### config.mk
export PLATFORM = sky130hd
export DESIGN_NAME = mc_ctrl
export DESIGN_NICKNAME = d
export VERILOG_FILES = /design/src/rtl/mc_pkg.sv /design/src/rtl/mc_decode.sv /design/src/rtl/mc_ctrl.sv
export SDC_FILE = /design/constraint.sdc
export NUM_CORES = 1
export LEC_CHECK = 0
export CORE_ASPECT_RATIO = 0.5
export CORE_MARGIN = 4
export CORE_UTILIZATION = 45
export CTS_CLUSTER_DIAMETER = 200
export DETAILED_ROUTE_END_ITERATION = 7
export PLACE_DENSITY_LB_ADDON = 0.25
export SLEW_MARGIN = 20
export SYNTH_ARGS = -nofsm -noshare
export SYNTH_HDL_FRONTEND = slang
export SYNTH_SLANG_ARGS = --single-unit
### constraint.sdc
create_clock -name clk -period 5.3 [get_ports clk]
set_input_delay 0.795 -clock clk [delete_from_list [all_inputs] [get_ports clk]]
set_output_delay 0.795 -clock clk [all_outputs]
set_load 0.005 [all_outputs]
### src/rtl/mc_pkg.sv
// Shared encodings for the multi-cycle controller: opcodes, function codes,
// ALU operations, datapath mux selects, FSM states and decoded-instruction info.
package mc_pkg;

    localparam logic [5:0] OP_R    = 6'b000000;
    localparam logic [5:0] OP_ADDI = 6'b001000;
    localparam logic [5:0] OP_SLTI = 6'b001010;
    localparam logic [5:0] OP_ANDI = 6'b001100;
    localparam logic [5:0] OP_ORI  = 6'b001101;
    localparam logic [5:0] OP_LUI  = 6'b001111;
    localparam logic [5:0] OP_LW   = 6'b100011;
    localparam logic [5:0] OP_SW   = 6'b101011;
    localparam logic [5:0] OP_BEQ  = 6'b000100;
    localparam logic [5:0] OP_BNE  = 6'b000101;
    localparam logic [5:0] OP_J    = 6'b000010;
    localparam logic [5:0] OP_JAL  = 6'b000011;

    localparam logic [5:0] FN_ADD  = 6'b100000;
    localparam logic [5:0] FN_SUB  = 6'b100010;
    localparam logic [5:0] FN_AND  = 6'b100100;
    localparam logic [5:0] FN_OR   = 6'b100101;
    localparam logic [5:0] FN_SLT  = 6'b101010;
    localparam logic [5:0] FN_SLL  = 6'b000000;
    localparam logic [5:0] FN_SRL  = 6'b000010;
    localparam logic [5:0] FN_SRA  = 6'b000011;
    localparam logic [5:0] FN_JR   = 6'b001000;
    localparam logic [5:0] FN_JALR = 6'b001001;

    localparam logic [4:0] ALU_NOP = 5'd0;
    localparam logic [4:0] ALU_ADD = 5'd1;
    localparam logic [4:0] ALU_SUB = 5'd2;
    localparam logic [4:0] ALU_AND = 5'd3;
    localparam logic [4:0] ALU_OR  = 5'd4;
    localparam logic [4:0] ALU_SLT = 5'd5;
    localparam logic [4:0] ALU_SLL = 5'd6;
    localparam logic [4:0] ALU_SRL = 5'd7;
    localparam logic [4:0] ALU_SRA = 5'd8;
    localparam logic [4:0] ALU_LUI = 5'd9;

    localparam logic [1:0] NPC_PC4 = 2'b00;
    localparam logic [1:0] NPC_BR  = 2'b01;
    localparam logic [1:0] NPC_J   = 2'b10;
    localparam logic [1:0] NPC_REG = 2'b11;

    localparam logic [1:0] WD_ALU  = 2'b00;
    localparam logic [1:0] WD_MEM  = 2'b01;
    localparam logic [1:0] WD_PC   = 2'b10;

    localparam logic [1:0] GPR_RD  = 2'b00;
    localparam logic [1:0] GPR_RT  = 2'b01;
    localparam logic [1:0] GPR_31  = 2'b10;

    localparam logic [1:0] FAULT_NONE    = 2'b00;
    localparam logic [1:0] FAULT_ILLEGAL = 2'b01;
    localparam logic [1:0] FAULT_TIMEOUT = 2'b10;

    typedef enum logic [2:0] {
        S_FETCH  = 3'd0,
        S_DECODE = 3'd1,
        S_EXE    = 3'd2,
        S_MEM    = 3'd3,
        S_WB     = 3'd4,
        S_FAULT  = 3'd7
    } state_e;

    typedef enum logic [3:0] {
        C_RALU, C_SHIFT, C_IALU, C_LW, C_SW, C_BEQ, C_BNE,
        C_J, C_JAL, C_JR, C_JALR
    } iclass_e;

    typedef struct packed {
        iclass_e    iclass;
        logic [4:0] alu_op;
        logic       ext_op;
        logic       alu_src;
        logic       areg_sel;
        logic       legal;
    } dec_t;

endpackage

### src/rtl/mc_decode.sv
// Combinational instruction decoder: Op/Funct to instruction class and the
// execute-stage ALU controls.
module mc_decode
    import mc_pkg::*;
(
    input  logic [5:0] op,
    input  logic [5:0] funct,
    output dec_t       dec
);

    always_comb begin
        dec.iclass   = C_RALU;
        dec.alu_op   = ALU_NOP;
        dec.ext_op   = 1'b0;
        dec.alu_src  = 1'b0;
        dec.areg_sel = 1'b0;
        dec.legal    = 1'b1;
        case (op)
            OP_R: begin
                case (funct)
                    FN_ADD:  dec.alu_op = ALU_ADD;
                    FN_SUB:  dec.alu_op = ALU_SUB;
                    FN_AND:  dec.alu_op = ALU_AND;
                    FN_OR:   dec.alu_op = ALU_OR;
                    FN_SLT:  dec.alu_op = ALU_SLT;
                    FN_SLL: begin dec.iclass = C_SHIFT; dec.alu_op = ALU_SLL; dec.areg_sel = 1'b1; end
                    FN_SRL: begin dec.iclass = C_SHIFT; dec.alu_op = ALU_SRL; dec.areg_sel = 1'b1; end
                    FN_SRA: begin dec.iclass = C_SHIFT; dec.alu_op = ALU_SRA; dec.areg_sel = 1'b1; end
                    FN_JR:   dec.iclass = C_JR;
                    FN_JALR: dec.iclass = C_JALR;
                    default: dec.legal = 1'b0;
                endcase
            end
            // Arithmetic immediates sign-extend, logical ones zero-extend.
            OP_ADDI: begin dec.iclass = C_IALU; dec.alu_op = ALU_ADD; dec.alu_src = 1'b1; dec.ext_op = 1'b1; end
            OP_SLTI: begin dec.iclass = C_IALU; dec.alu_op = ALU_SLT; dec.alu_src = 1'b1; dec.ext_op = 1'b1; end
            OP_ANDI: begin dec.iclass = C_IALU; dec.alu_op = ALU_AND; dec.alu_src = 1'b1; end
            OP_ORI:  begin dec.iclass = C_IALU; dec.alu_op = ALU_OR;  dec.alu_src = 1'b1; end
            OP_LUI:  begin dec.iclass = C_IALU; dec.alu_op = ALU_LUI; dec.alu_src = 1'b1; end
            OP_LW:   begin dec.iclass = C_LW;   dec.alu_op = ALU_ADD; dec.alu_src = 1'b1; dec.ext_op = 1'b1; end
            OP_SW:   begin dec.iclass = C_SW;   dec.alu_op = ALU_ADD; dec.alu_src = 1'b1; dec.ext_op = 1'b1; end
            OP_BEQ:  begin dec.iclass = C_BEQ;  dec.alu_op = ALU_SUB; end
            OP_BNE:  begin dec.iclass = C_BNE;  dec.alu_op = ALU_SUB; end
            OP_J:    dec.iclass = C_J;
            OP_JAL:  dec.iclass = C_JAL;
            default: dec.legal = 1'b0;
        endcase
    end

endmodule

### src/rtl/mc_ctrl.sv
// Multi-cycle control FSM (FETCH/DECODE/EXE/MEM/WB) sequencing the shared-memory
// datapath, with a retired-instruction counter and memory-timeout fault.
module mc_ctrl
    import mc_pkg::*;
#(
    parameter int TIMEOUT = 16,
    parameter int CNT_W   = 32
) (
    input  logic             clk,
    input  logic             rst,
    input  logic [31:0]      instr,
    input  logic             Zero,
    input  logic             mem_ready,
    output logic             PCWrite,
    output logic             IRWrite,
    output logic             MemRead,
    output logic             MemWrite,
    output logic             IorD,
    output logic             RegWrite,
    output logic             EXTOp,
    output logic [4:0]       ALUOp,
    output logic [1:0]       NPCOp,
    output logic [1:0]       WDSel,
    output logic [1:0]       GPRSel,
    output logic             ALUSrc,
    output logic             ARegSel,
    output logic [2:0]       state,
    output logic [1:0]       fault,
    output logic [CNT_W-1:0] retired
);

    localparam int WAIT_W = (TIMEOUT > 1) ? $clog2(TIMEOUT) : 1;

    state_e              state_q, state_d;
    logic [1:0]          fault_q, fault_d;
    logic [WAIT_W-1:0]   wait_q, wait_d;
    logic [CNT_W-1:0]    retired_q;
    logic                stall;
    logic                retire;
    dec_t                dec;
    logic                unused_instr_bits;

    assign unused_instr_bits = ^instr[25:6];

    mc_decode u_decode (
        .op    (instr[31:26]),
        .funct (instr[5:0]),
        .dec   (dec)
    );

    // Memory handshake: MemRead/MemWrite and IorD stay asserted and steady
    // until the cycle mem_ready is high, which completes the access.
    always_comb begin
        state_d  = state_q;
        fault_d  = fault_q;
        wait_d   = '0;
        stall    = 1'b0;
        PCWrite  = 1'b0;
        IRWrite  = 1'b0;
        MemRead  = 1'b0;
        MemWrite = 1'b0;
        IorD     = 1'b0;
        RegWrite = 1'b0;
        EXTOp    = 1'b0;
        ALUOp    = ALU_NOP;
        NPCOp    = NPC_PC4;
        WDSel    = WD_ALU;
        GPRSel   = GPR_RD;
        ALUSrc   = 1'b0;
        ARegSel  = 1'b0;
        case (state_q)
            S_FETCH: begin
                MemRead = 1'b1;
                if (mem_ready) begin
                    IRWrite = 1'b1;
                    PCWrite = 1'b1;
                    state_d = S_DECODE;
                end else begin
                    stall = 1'b1;
                end
            end
            S_DECODE: begin
                if (!dec.legal) begin
                    state_d = S_FAULT;
                    fault_d = FAULT_ILLEGAL;
                end else begin
                    case (dec.iclass)
                        C_J:   begin PCWrite = 1'b1; NPCOp = NPC_J; state_d = S_FETCH; end
                        C_JAL: begin
                            PCWrite  = 1'b1; NPCOp  = NPC_J;
                            RegWrite = 1'b1; GPRSel = GPR_31; WDSel = WD_PC;
                            state_d  = S_FETCH;
                        end
                        C_JR:  begin PCWrite = 1'b1; NPCOp = NPC_REG; state_d = S_FETCH; end
                        // PC already holds old PC+4, so the link value is written
                        // the same cycle PC loads RD1.
                        C_JALR: begin
                            PCWrite  = 1'b1; NPCOp  = NPC_REG;
                            RegWrite = 1'b1; GPRSel = GPR_RD; WDSel = WD_PC;
                            state_d  = S_FETCH;
                        end
                        default: state_d = S_EXE;
                    endcase
                end
            end
            S_EXE: begin
                ALUOp   = dec.alu_op;
                ALUSrc  = dec.alu_src;
                ARegSel = dec.areg_sel;
                EXTOp   = dec.ext_op;
                case (dec.iclass)
                    C_BEQ: begin
                        if (Zero) begin PCWrite = 1'b1; NPCOp = NPC_BR; end
                        state_d = S_FETCH;
                    end
                    C_BNE: begin
                        if (!Zero) begin PCWrite = 1'b1; NPCOp = NPC_BR; end
                        state_d = S_FETCH;
                    end
                    C_LW, C_SW: state_d = S_MEM;
                    default:    state_d = S_WB;
                endcase
            end
            S_MEM: begin
                IorD = 1'b1;
                if (dec.iclass == C_LW) MemRead = 1'b1;
                else                    MemWrite = 1'b1;
                if (mem_ready) state_d = (dec.iclass == C_LW) ? S_WB : S_FETCH;
                else           stall = 1'b1;
            end
            S_WB: begin
                RegWrite = 1'b1;
                if (dec.iclass == C_LW) begin
                    WDSel = WD_MEM; GPRSel = GPR_RT;
                end else if (dec.iclass == C_IALU) begin
                    GPRSel = GPR_RT;
                end
                state_d = S_FETCH;
            end
            S_FAULT: state_d = S_FAULT;
            default: state_d = S_FAULT;
        endcase

        if (stall && TIMEOUT != 0) begin
            if (wait_q == WAIT_W'(TIMEOUT - 1)) begin
                state_d = S_FAULT;
                fault_d = FAULT_TIMEOUT;
            end else begin
                wait_d = wait_q + WAIT_W'(1);
            end
        end

        // Reset must silence every enable even though the held state is FETCH.
        if (!rst) begin
            PCWrite  = 1'b0;
            IRWrite  = 1'b0;
            MemRead  = 1'b0;
            MemWrite = 1'b0;
            RegWrite = 1'b0;
        end
    end

    assign retire = (state_d == S_FETCH) && (state_q != S_FETCH);

    always_ff @(posedge clk or negedge rst) begin
        if (!rst) begin
            state_q   <= S_FETCH;
            fault_q   <= FAULT_NONE;
            wait_q    <= '0;
            retired_q <= '0;
        end else begin
            state_q <= state_d;
            fault_q <= fault_d;
            wait_q  <= wait_d;
            if (retire) retired_q <= retired_q + CNT_W'(1);
        end
    end

    assign state   = state_q;
    assign fault   = fault_q;
    assign retired = retired_q;

endmodule

======== Word-level counts from Yosys, hierarchy flattened ========
Index checks and enable logic that the tools add are counted.
operators by class
  add/sub/neg operators ................... 2
  eq/ne operators ......................... 34
  mux-type cells .......................... 67
  reductions and logical operators ........ 21
operators with widths
  kind                                                  number
  one-hot mux 4 bit (8 select lines)                    2
  equality test 6 x 4 -> 1 bit (second input constant)  7
  equality test 6 bit (second input constant)           7
  adder 32 x 1 -> 32 bit (second input constant)        1
  2-to-1 mux 1 bit                                      32
  one-hot mux 4 bit (7 select lines)                    1
  equality test 6 x 2 -> 1 bit (second input constant)  4
  2-to-1 mux 2 bit                                      10
  2-to-1 mux 3 bit                                      6
  equality test 4 x 3 -> 1 bit (second input constant)  4
  equality test 4 bit (second input constant)           4
  one-hot mux 2 bit (2 select lines)                    4
  one-hot mux 3 bit (5 select lines)                    1
  OR reduction 2 bit                                    7
  equality test 6 x 3 -> 1 bit (second input constant)  2
  zero test 6 bit                                       2
  one-hot mux 4 bit (3 select lines)                    1
  OR reduction 11 bit                                   1
  one-hot mux 1 bit (2 select lines)                    5
  OR reduction 10 bit                                   1
  equality test 4 x 2 -> 1 bit (second input constant)  2
  2-to-1 mux 4 bit                                      2
  OR reduction 4 bit                                    2
  OR reduction 7 bit                                    1
  other kinds (12)                                      15
storage, ports and cells
  flip-flop bits (word level) ............. 41
  input bits .............................. 36

======== Logic depth before layout (Yosys ltp) ========
  word-level depth ........................ 13
  gate-level depth with buffers ........... 8

======== Modules after synthesis ========
From an unflattened synthesis, not the netlist that was laid out.
second synthesis, totals
  cell total of the unflattened synthesis .. 317
  area total of the unflattened synthesis .. 2941.6 sq um
modules (own cells, without submodules)
  module     times used  cells each  area each (sq um)  sequential area each (sq um)
  mc_ctrl    1           228         2358.5             1026.0
  mc_decode  1           89          583.1              0.0

======== Least setup slack after synthesis ========
Ideal clock, no wire load.
  path kind ............................... in2out
  start ................................... input port instr[31]
  end ..................................... output port PCWrite
  data arrival time ....................... 2.239 ns
  path slack .............................. 2.266 ns
  cell stages on the path ................. 8
  buffers on the path ..................... 2
  cells stage by stage .................... buf_2 -> buf_2 -> or3_1 -> a21oi_1 -> a21oi_1 -> a211oi_1 -> o211ai_1 -> a211oi_1
on the way
  longest elaborated chain between the ends .. 9
  elaborated cells between the ends (all ways) .. 28
RTL lines
  what                                                                        line             RTL
  start, declared                                                             mc_ctrl.sv:11    input logic [31:0] instr,
  equality test 6 x 4 -> 1 bit                                                mc_decode.sv:18  case (op)
  OR reduction 5 bit (no source line)                                         -
  one-hot mux 4 bit (8 select lines)                                          mc_decode.sv:18
  equality test 4 bit / equality test 4 x 3 -> 1 bit (equally long branches)  mc_ctrl.sv:87    case (dec.iclass)
  OR reduction 4 bit (no source line)                                         -
  2-to-1 mux 1 bit                                                            mc_ctrl.sv:87
  2-to-1 mux 1 bit                                                            mc_ctrl.sv:83    if (!dec.legal) begin
  one-hot mux 1 bit (3 select lines) *                                        mc_ctrl.sv:71    case (state_q)
  2-to-1 mux 1 bit *                                                          mc_ctrl.sv:154   if (!rst) begin
  end, declared                                                               mc_ctrl.sv:14    output logic PCWrite,
Every way passes the cells marked *; elsewhere a longest branch is shown, timed or not.

======== Worst setup path in the final report ========
  start ................................... input port instr[28]
  end ..................................... output port PCWrite
Same word-level chain as after synthesis.

==> flow_summary.json <==
{
  "ir_worst_vdd_uv": 150,
  "cts_tree": "built",
  "synthTopCellsByArea": "dfrtp_1, xor2_1, nor4_2",
  "fin_crit_ns": 4.54,
  "holdWs_ns": 0.468,
  "hp-class": "reg -> reg",
  "ys.flop_type": "dfrtp_1",
  "antenna_cells": 0,
  "nets": 440,
  "post-route-util_pct": 59.7,
  "synth_top_area_share_pct": 32.2,
  "tns_ns": 0,
  "critPathArrivalTime_ns": 3.75,
  "drv_cap": 0,
  "clk_pin_slew_worst_paths_ns": 0.06,
  "wl_met1_um": 3570,
  "synth_cell_types": 72,
  "synth_area_leader_cell": "dfrtp_1",
  "slew_viol_final": 0,
  "drt_wl_total_um": 7820,
  "timing.final.hold_violations": 0,
  "dp_slack_ns": 0.788,
  "clock_path_buffers": 2,
  "cp_max_fo": 18,
  "cts_setup_buffers": 0,
  "wl_per_cell_um": 15.8,
  "endpoint_kind": "output port",
  "required_ns": 4.51,
  "syn_area_per_cell_um2": 9.25,
  "grt_overflow": 0,
  "cts.sink_count": 41,
  "syn_area_um2": 3180,
  "synth_common_cells": "dfrtp_1, xor2_1, nor2_1",
  "drcViolationCount": 0,
  "n_fill_cell": 591,
  "core_region_area_um2": 6780,
  "wl_met3_um": 341,
  "worst_slack_ns": 0.757,
  "synthArstFlopShare_pct": 100,
  "cts_resized": 0,
  "initial_core_util_pct": 47.0,
  "synth_nets": 382,
  "hpwl_um": 5730,
  "fin_skew_ns": 0.00747,
  "grt_usage_pct": 18.1,
  "grt_pass1_wl_um": 12800,
  "syn_inst": 344,
  "top_layer_used": "met4",
  "std_cell_rows": 21,
  "via_per_inst": 5.68,
  "multi_input_area_um2": 1960,
  "ant_nets": 0,
  "firstDrtPassIters": 4,
  "first_iter_violations": 216,
  "tightest_slew_ns": 0.822,
  "antenna_found_initial": 0,
  "cp-start-kind": "primary input",
  "grt_max_degree": 45,
  "cts_hold_buffers": 0,
  "status": "complete, no violations",
  "area.growth.synth_to_final_pct": 27.1,
  "cts_max_level": 2,
  "worstSetupPathType": "in -> out",
  "yosys_warnings": 0,
  "synth.yosys.seq_area_share_pct": 32.2,
  "die-area_um2": 8560,
  "setup_violations": 0,
  "route.vias.total": 2812,
  "place.gp.congestion": 0.861,
  "die_w_um": 127,
  "synth_edf_count": 0,
  "die_y_um": 67.5,
  "top_level_ports": 93,
  "yosys.cell_count.top_type": "dfrtp_1",
  "clockRootBuffer": "clkbuf_16",
  "wl_met2_um": 3860,
  "drive_gt1_share_pct": 12.7,
  "leakage_nw": 1.65,
  "slew_headroom_pct": 45.0,
  "seqCellArea_um2": 1030,
  "max_freq_mhz": 220,
  "ys_ff_latch": 41,
  "clk_latency_ns": 0.28,
  "cts_buffers": 5,
  "period_share_pct": 85.7,
  "grt_pass1_vias": 2702,
  "rsz0062_at_grt": "false",
  "port_buffers": 71,
  "power_density_nw_per_um2": 316
}
worst max-delay path: stages:
cell	delay, ns
clkdlybuf4s50_1	0.78
nand4b_2	0.45
nor3_1	0.46
nor3_1	0.11
o21ai_0	0.22
o211ai_1	0.16
a211oi_1	0.23
clkdlybuf4s50_1	0.54
metrics by stage:
step	power [mW]	instances	instance area [µm²]
2_1_floorplan	0.789	344	3180
3_3_place_gp	0.918	487	3880
3_5_place_dp	0.938	487	3880
4_1_cts	1.28	495	4050
5_1_grt	1.35	495	4050
6_report	1.28	495	4050
power by group:
group	internal (mW)	switching, mW	total (mW)
Combinational	0.212	0.293	0.505
Sequential	0.352	0.0766	0.428
Clock	0.223	0.122	0.345
Total	0.786	0.491	1.28
sequential cells by signal, summed over array words and instances (netlist names):
name,cells
fault,2
retired,32
state,3
wait_q,4
routing by layer:
| layer | up-vias | GRT usage, % |
|---|---|---|
| li1 | 1364 | - |
| met2 | 82 | 32.4 |
| met5 | - | 0 |
| met1 | 1360 | 23.3 |
| met3 | 6 | 3.00 |
| met4 | 0 | 4.28 |
cell families (layout without fill, tap and decap cells):
family,Yosys count,count (layout),share of synthesized area (%)
buf+inv,35,94,6.13
other cells,1,1,0.118
flops,41,41,32.2
simple gates,175,175,36.6
xor+xnor,37,37,10.2
fa+ha+maj,2,2,0.786
compound gates,50,50,13.0
mux,3,3,1.02
final cells by class:
type                            instances  area share, %
Clock buffer                            5           3.09
Clock inverter                          3           1.08
Inverter                               12           1.11
Multi-Input combinational cell        268           48.5
Sequential cell                        41           25.4
Tap cell                               92           2.85
Timing Repair Buffer                   74           18.0
path summary, 6_finish.rpt:
| kind | from | end | slack (ns) | cells after the start |
|---|---|---|---|---|
| hold / removal | retired[31] | retired[31] | 0.47 | 1 |
| setup / recovery | instr[28] | PCWrite | 0.76 | 8 |
| setup reg to reg | state[0] | retired[1] | 2.83 | 6 |
| hold reg to reg | retired[31] | retired[31] | 0.47 | 1 |
| max in group asynchronous | rst | retired[15] | 4.33 | 2 |
| min in group asynchronous | rst | fault[0] | 0.57 | 2 |
cell usage in the layout (no fill, tap or decap), types with 11 or more instances in the layout:
cell type | netlist | layout
xor2_1 | 29 | 29
dfrtp_1 | 41 | 41
nor3_1 | 19 | 19
clkdlybuf4s50_1 | 0 | 70
nor2_1 | 23 | 23
inv_1 | 12 | 12
nor4_2 | 14 | 14
a21oi_1 | 11 | 11
nand2_1 | 21 | 21
nand3_1 | 18 | 18
(Power assumes the default switching activity.)
